--- src/rtl/uart_rx_line_assembler.sv ---
// uart_rx_line_assembler
//   Assembles terminated text lines from a UART byte stream into a small line
//   buffer. A complete line is held until the consumer acks it. Overlong lines
//   are discarded up to their terminator. A partial line is abandoned when the
//   gap between bytes grows too long. Bytes that arrive while a line is held
//   are dropped and counted.
// Ports
//   uart_clk, uart_rst_n   clock, synchronous active-low reset
//   rx_data, rx_done       byte and its one-cycle strobe from the UART receiver
//   line_valid, line_len   a complete line is held, and its byte count
//   rd_addr, rd_data       buffer read port, one cycle of latency
//   line_ack               consumer releases the held line
//   overflow_err           pulse: line longer than the buffer
//   timeout_err            pulse: partial line abandoned after an idle gap
//   drop_cnt               saturating count of bytes dropped while holding
module uart_rx_line_assembler #(
  parameter int          ADDR_W      = 4,
  parameter logic [7:0]  TERM_CHAR   = 8'h0A,
  parameter bit          STRIP_CR    = 1'b1,
  parameter int unsigned TIMEOUT_CYC = 50_000_000
) (
  input  logic              uart_clk,
  input  logic              uart_rst_n,
  input  logic [7:0]        rx_data,
  input  logic              rx_done,
  output logic              line_valid,
  output logic [ADDR_W:0]   line_len,
  input  logic [ADDR_W-1:0] rd_addr,
  output logic [7:0]        rd_data,
  input  logic              line_ack,
  output logic              overflow_err,
  output logic              timeout_err,
  output logic [7:0]        drop_cnt
);
  localparam int          MAX_LEN  = 2 ** ADDR_W;
  localparam logic [ADDR_W:0] MAX_PTR = {1'b1, {ADDR_W{1'b0}}};
  localparam logic [31:0] IDLE_LIM = TIMEOUT_CYC - 1;

  typedef enum logic [1:0] {IDLE, COLLECT, HOLD, DISCARD} state_t;
  state_t state, state_nxt;

  logic [7:0]        line_mem [MAX_LEN];
  logic [ADDR_W:0]   wr_ptr;
  logic [31:0]       idle_cnt;

  logic byte_ev, is_term, full, timeout_hit;
  logic mem_we, latch_line, ovf, tmo, drop, release_line, counting;
  logic [ADDR_W-1:0] wr_addr;

  // A stripped CR is not a byte at all: the idle counter keeps running.
  assign byte_ev     = rx_done && !(STRIP_CR && rx_data == 8'h0D);
  assign is_term     = rx_data == TERM_CHAR;
  assign full        = wr_ptr == MAX_PTR;
  assign timeout_hit = idle_cnt == IDLE_LIM;

  // state register
  always_ff @(posedge uart_clk) begin
    if (!uart_rst_n) state <= IDLE;
    else             state <= state_nxt;
  end

  // next state
  always_comb begin
    state_nxt = state;
    case (state)
      IDLE:    if (byte_ev && !is_term) state_nxt = COLLECT;
      COLLECT: if (byte_ev) begin
                 if (is_term)   state_nxt = HOLD;
                 else if (full) state_nxt = DISCARD;
               end else if (timeout_hit) state_nxt = IDLE;
      HOLD:    if (line_ack) state_nxt = IDLE;
      DISCARD: if (byte_ev) begin
                 if (is_term) state_nxt = IDLE;
               end else if (timeout_hit) state_nxt = IDLE;
      default: state_nxt = IDLE;
    endcase
  end

  // per-state controls for the datapath
  always_comb begin
    counting     = (state == COLLECT) || (state == DISCARD);
    mem_we       = byte_ev && !is_term &&
                   ((state == IDLE) || ((state == COLLECT) && !full));
    wr_addr      = (state == IDLE) ? '0 : wr_ptr[ADDR_W-1:0];
    latch_line   = (state == COLLECT) && byte_ev && is_term;
    ovf          = (state == COLLECT) && byte_ev && !is_term && full;
    tmo          = counting && !byte_ev && timeout_hit;
    drop         = (state == HOLD) && byte_ev;
    release_line = (state == HOLD) && line_ack;
  end

  always_ff @(posedge uart_clk) begin
    if (!uart_rst_n) begin
      wr_ptr       <= '0;
      idle_cnt     <= '0;
      line_valid   <= 1'b0;
      line_len     <= '0;
      rd_data      <= '0;
      overflow_err <= 1'b0;
      timeout_err  <= 1'b0;
      drop_cnt     <= '0;
    end else begin
      overflow_err <= ovf;
      timeout_err  <= tmo;
      rd_data      <= line_mem[rd_addr];

      if (mem_we)
        wr_ptr <= (state == IDLE) ? {{ADDR_W{1'b0}}, 1'b1} : wr_ptr + 1'b1;
      else if (ovf || tmo || release_line)
        wr_ptr <= '0;

      // Counter parks at the limit for the cycle the timeout fires.
      if (byte_ev && ((state == IDLE) || counting))
        idle_cnt <= '0;
      else if (counting && !timeout_hit)
        idle_cnt <= idle_cnt + 32'd1;

      if (latch_line) begin
        line_len   <= wr_ptr;
        line_valid <= 1'b1;
      end else if (release_line) begin
        line_valid <= 1'b0;
      end

      if (drop && drop_cnt != 8'hFF) drop_cnt <= drop_cnt + 8'd1;
    end
  end

  // Buffer RAM is never cleared.
  always_ff @(posedge uart_clk) begin
    if (uart_rst_n && mem_we) line_mem[wr_addr] <= rx_data;
  end
endmodule

--- config.mk ---
export PLATFORM = sky130hd
export DESIGN_NAME = uart_rx_line_assembler
export DESIGN_NICKNAME = d
export VERILOG_FILES = /design/src/rtl/uart_rx_line_assembler.sv
export SDC_FILE = /design/constraint.sdc
export NUM_CORES = 1
export LEC_CHECK = 0
export ABC_AREA = 1
export CORE_ASPECT_RATIO = 0.5
export CORE_MARGIN = 4
export CORE_UTILIZATION = 55
export DETAILED_ROUTE_END_ITERATION = 16
export HOLD_SLACK_MARGIN = 0.08
export PLACE_DENSITY_LB_ADDON = 0.05
export SYNTH_ARGS = -nofsm -noshare
export SYNTH_HDL_FRONTEND = slang
export SYNTH_SLANG_ARGS = --single-unit
--- constraint.sdc ---
create_clock -name uart_clk -period 3.2 [get_ports uart_clk]
set_input_delay 0.64 -clock uart_clk [delete_from_list [all_inputs] [get_ports uart_clk]]
set_output_delay 0.64 -clock uart_clk [all_outputs]
set_load 0.05 [all_outputs]
==> reports/metrics.cfg <==
[critical_path]
r2r_end=line_mem[6][0]
path_cells=clkdlybuf4s50_1 -> inv_1 -> nand4_1 -> inv_1 -> nand2_1 -> nand3_2 -> nor2_4 -> nand2_2 -> inv_2 -> nand4_2 -> nor2_1 -> buf_4
r2r_slack_ps=880
slowest_delay_ps=580
crit_slowest_cell=clkdlybuf4s50_1
endpoint=line_mem[6][0]
end_kind=register
rr_startpoint=wr_ptr[0]
arrival_ps=2520
cp.required_ps=3330
critPathMaxFanout=8
r2r_cells=11
cp_common_cell=inv_1
crit_path_start_kind=input port
crit_type=input port to register
crit_start=rx_data[1]

[die]
start_util=0.5781
die_y_um=96.48
core_um2=14890
die_area_um2=17840
rows=31
io_pins=40
die_x_um=185.0

[sta]
fin_skew_ps=12.22
post-route-period-util=0.7443
holdWs_ps=483.1
maxSlewViolCount=0
final-hold-violation-count=0
worstMarginPinSlew_ps=681.7
rsz0062_at_grt=false
setup_violations=0
min_period_ps=2382
fmax_mhz=419.9
max-slew-margin-rel=0.5427
fin_setup_tns_ps=0

[placed_design]
dpl.hpwl_um=14990
gp_congestion=0.9104
io_buffers=39

[synthesis]
synth_cell_types=37
synth-edff-count=128
netlist_top_cells_count=183 x nand2_1, 151 x nor2_1, 128 x edfxtp_1
syn_nets=951
synth_area_um2=8611
synth_cells=931
ys_ff_latch=191
yosysWarnings=0
yosys-top-cells-area=edfxtp_1 45%, dfxtp_1 15%, nand2_1 8.0%
yosysSeqAreaShare=0.5929
yosysMostFrequentCell=nand2_1
synth_top_cell_by_area=edfxtp_1
yosys_most_used_dff=edfxtp_1
async_reset_ff_frac=0
synth_area_per_cell_um2=9.249
synth_top_area_share=0.4464

[layout]
antenna_cells=0
drive_gt1_frac=0.1016
syn2layout_area_growth_pct=15.32
fin_nets=1012

[route]
vias_per_cell=5.636
drt-wirelength-per-cell_um=17.70
ant_nets=0
drt_iter0_markers=780
drt_pre_antenna_iters=5
vias=6774
route.detailed.drc=0
wl_um=21270

[global_route]
grt_pass1_vias=6385
grt_overflow_total=0
grt_pass1_wl_um=33580
grt_antenna_before_repair=0
grt.total_usage=0.2462
grt_max_degree=34

[job]
cap_violations=0

[clock_tree]
ctsRootBufferMaster=clkbuf_16
htreeDepth=4
cts_hold_buf=0
cts_max_path_buffers=2
insertion_delay_ps=430
clk_pin_slew_ps=70
cts_sinks=191
tritoncts=yes
cts_setup_buffers=0
cts_resized=0
numCtsBuffers=17

[hold_path]
min_path_type=register to register

[pwr]
leakage_uw=0.003361
peakVddDrop_v=0.0003196
power_density_nw_per_um2=502.3

[run_status]
outcome=finished clean

[power breakdown]
part | internal [uW] | switching (uW) | total (uW)
clock | 1010 | 955 | 1960
combinational | 110 | 256 | 365
sequential | 2650 | 12.7 | 2660
total | 3760 | 1220 | 4990
[worst min-delay path by stage]
stage	slack [ps]	to	cells past startpoint	from
floorplan	460	idle_cnt[11]	1	idle_cnt[11]
global placement	470	idle_cnt[29]	2	idle_cnt[29]
detailed placement	480	idle_cnt[29]	2	idle_cnt[29]
CTS	490	idle_cnt[29]	2	idle_cnt[29]
global route	520	idle_cnt[29]	2	idle_cnt[29]
finish	480	idle_cnt[29]	2	idle_cnt[29]
[placed cells by master, fill, tap and decap left out, drive strengths merged]
cell type	instances
dfxtp	63
xor2	11
nand3b	3
clkinvlp	2
o21ai	83
nor3	20
o211ai	10
edfxtp	128
o221ai	22
inv	75
clkbuf	18
xnor2	3
clkdlybuf4s50	38
buf	39
nand3	40
o22ai	10
nor3b	1
nand2	187
clkinv	7
ha	4
a31oi	1
nor2	164
nor4	1
nand4	16
and2	1
a21oi	57
[cell families after synthesis]
group | count (synthesis) | synth area share
DFF | 191 | 0.5929
AOI/OAI and AO/OA | 183 | 0.1216
and+or+nand+nor | 433 | 0.2159
xor gates and xnor gates | 14 | 0.01424
adders and majority gates | 4 | 0.005812
buffers and inverters | 106 | 0.04955
[registers in the layout (all words and copies together), names as in the netlist]
name and count:
idle_cnt 32, line_mem 128, timeout_err 1, wr_ptr 5, overflow_err 1, rd_data 8, state 2, drop_cnt 8
line_valid 1, line_len 5
[area by class of cell]
type / count / area [um2]
Sequential cell: 191 / 5105
Fill cell: 1245 / 4965
Multi-Input combinational cell: 634 / 3079
Timing Repair Buffer: 77 / 695.7
Clock buffer: 18 / 429.2
Inverter: 71 / 266.5
Tap cell: 198 / 247.7
Clock inverter: 13 / 106.4
[critical path: cells and delay by family]
kind                   cells  cell delay (ps)
AND/OR/NAND/NOR            7              850
buffers and inverters      5             1030
[layer usage]
layer,vias to the layer above,share of wire,global-route usage
met3,25,0.070,0.05834
met4,0,0.013,0.06044
met1,3173,0.46,0.3427
met2,248,0.45,0.3967
li1,3328,-,-
met5,-,0,0
[metrics by stage]
stage                     total power [uW]  cells  worst slack (ps)  instance area [um2]    util
after global routing                  5148   1202             671.5                 9930  0.6667
after global placement                3076   1171             432.4                 9394  0.6307
final                                 4987   1202             818.4                 9930  0.6667
after detailed placement              3078   1171             410.4                 9394  0.6307
after floorplan                       2926    931             763.0                 8611       -
after CTS                             5010   1202             811.9                 9930  0.6667
(Power assumes the default switching activity.)
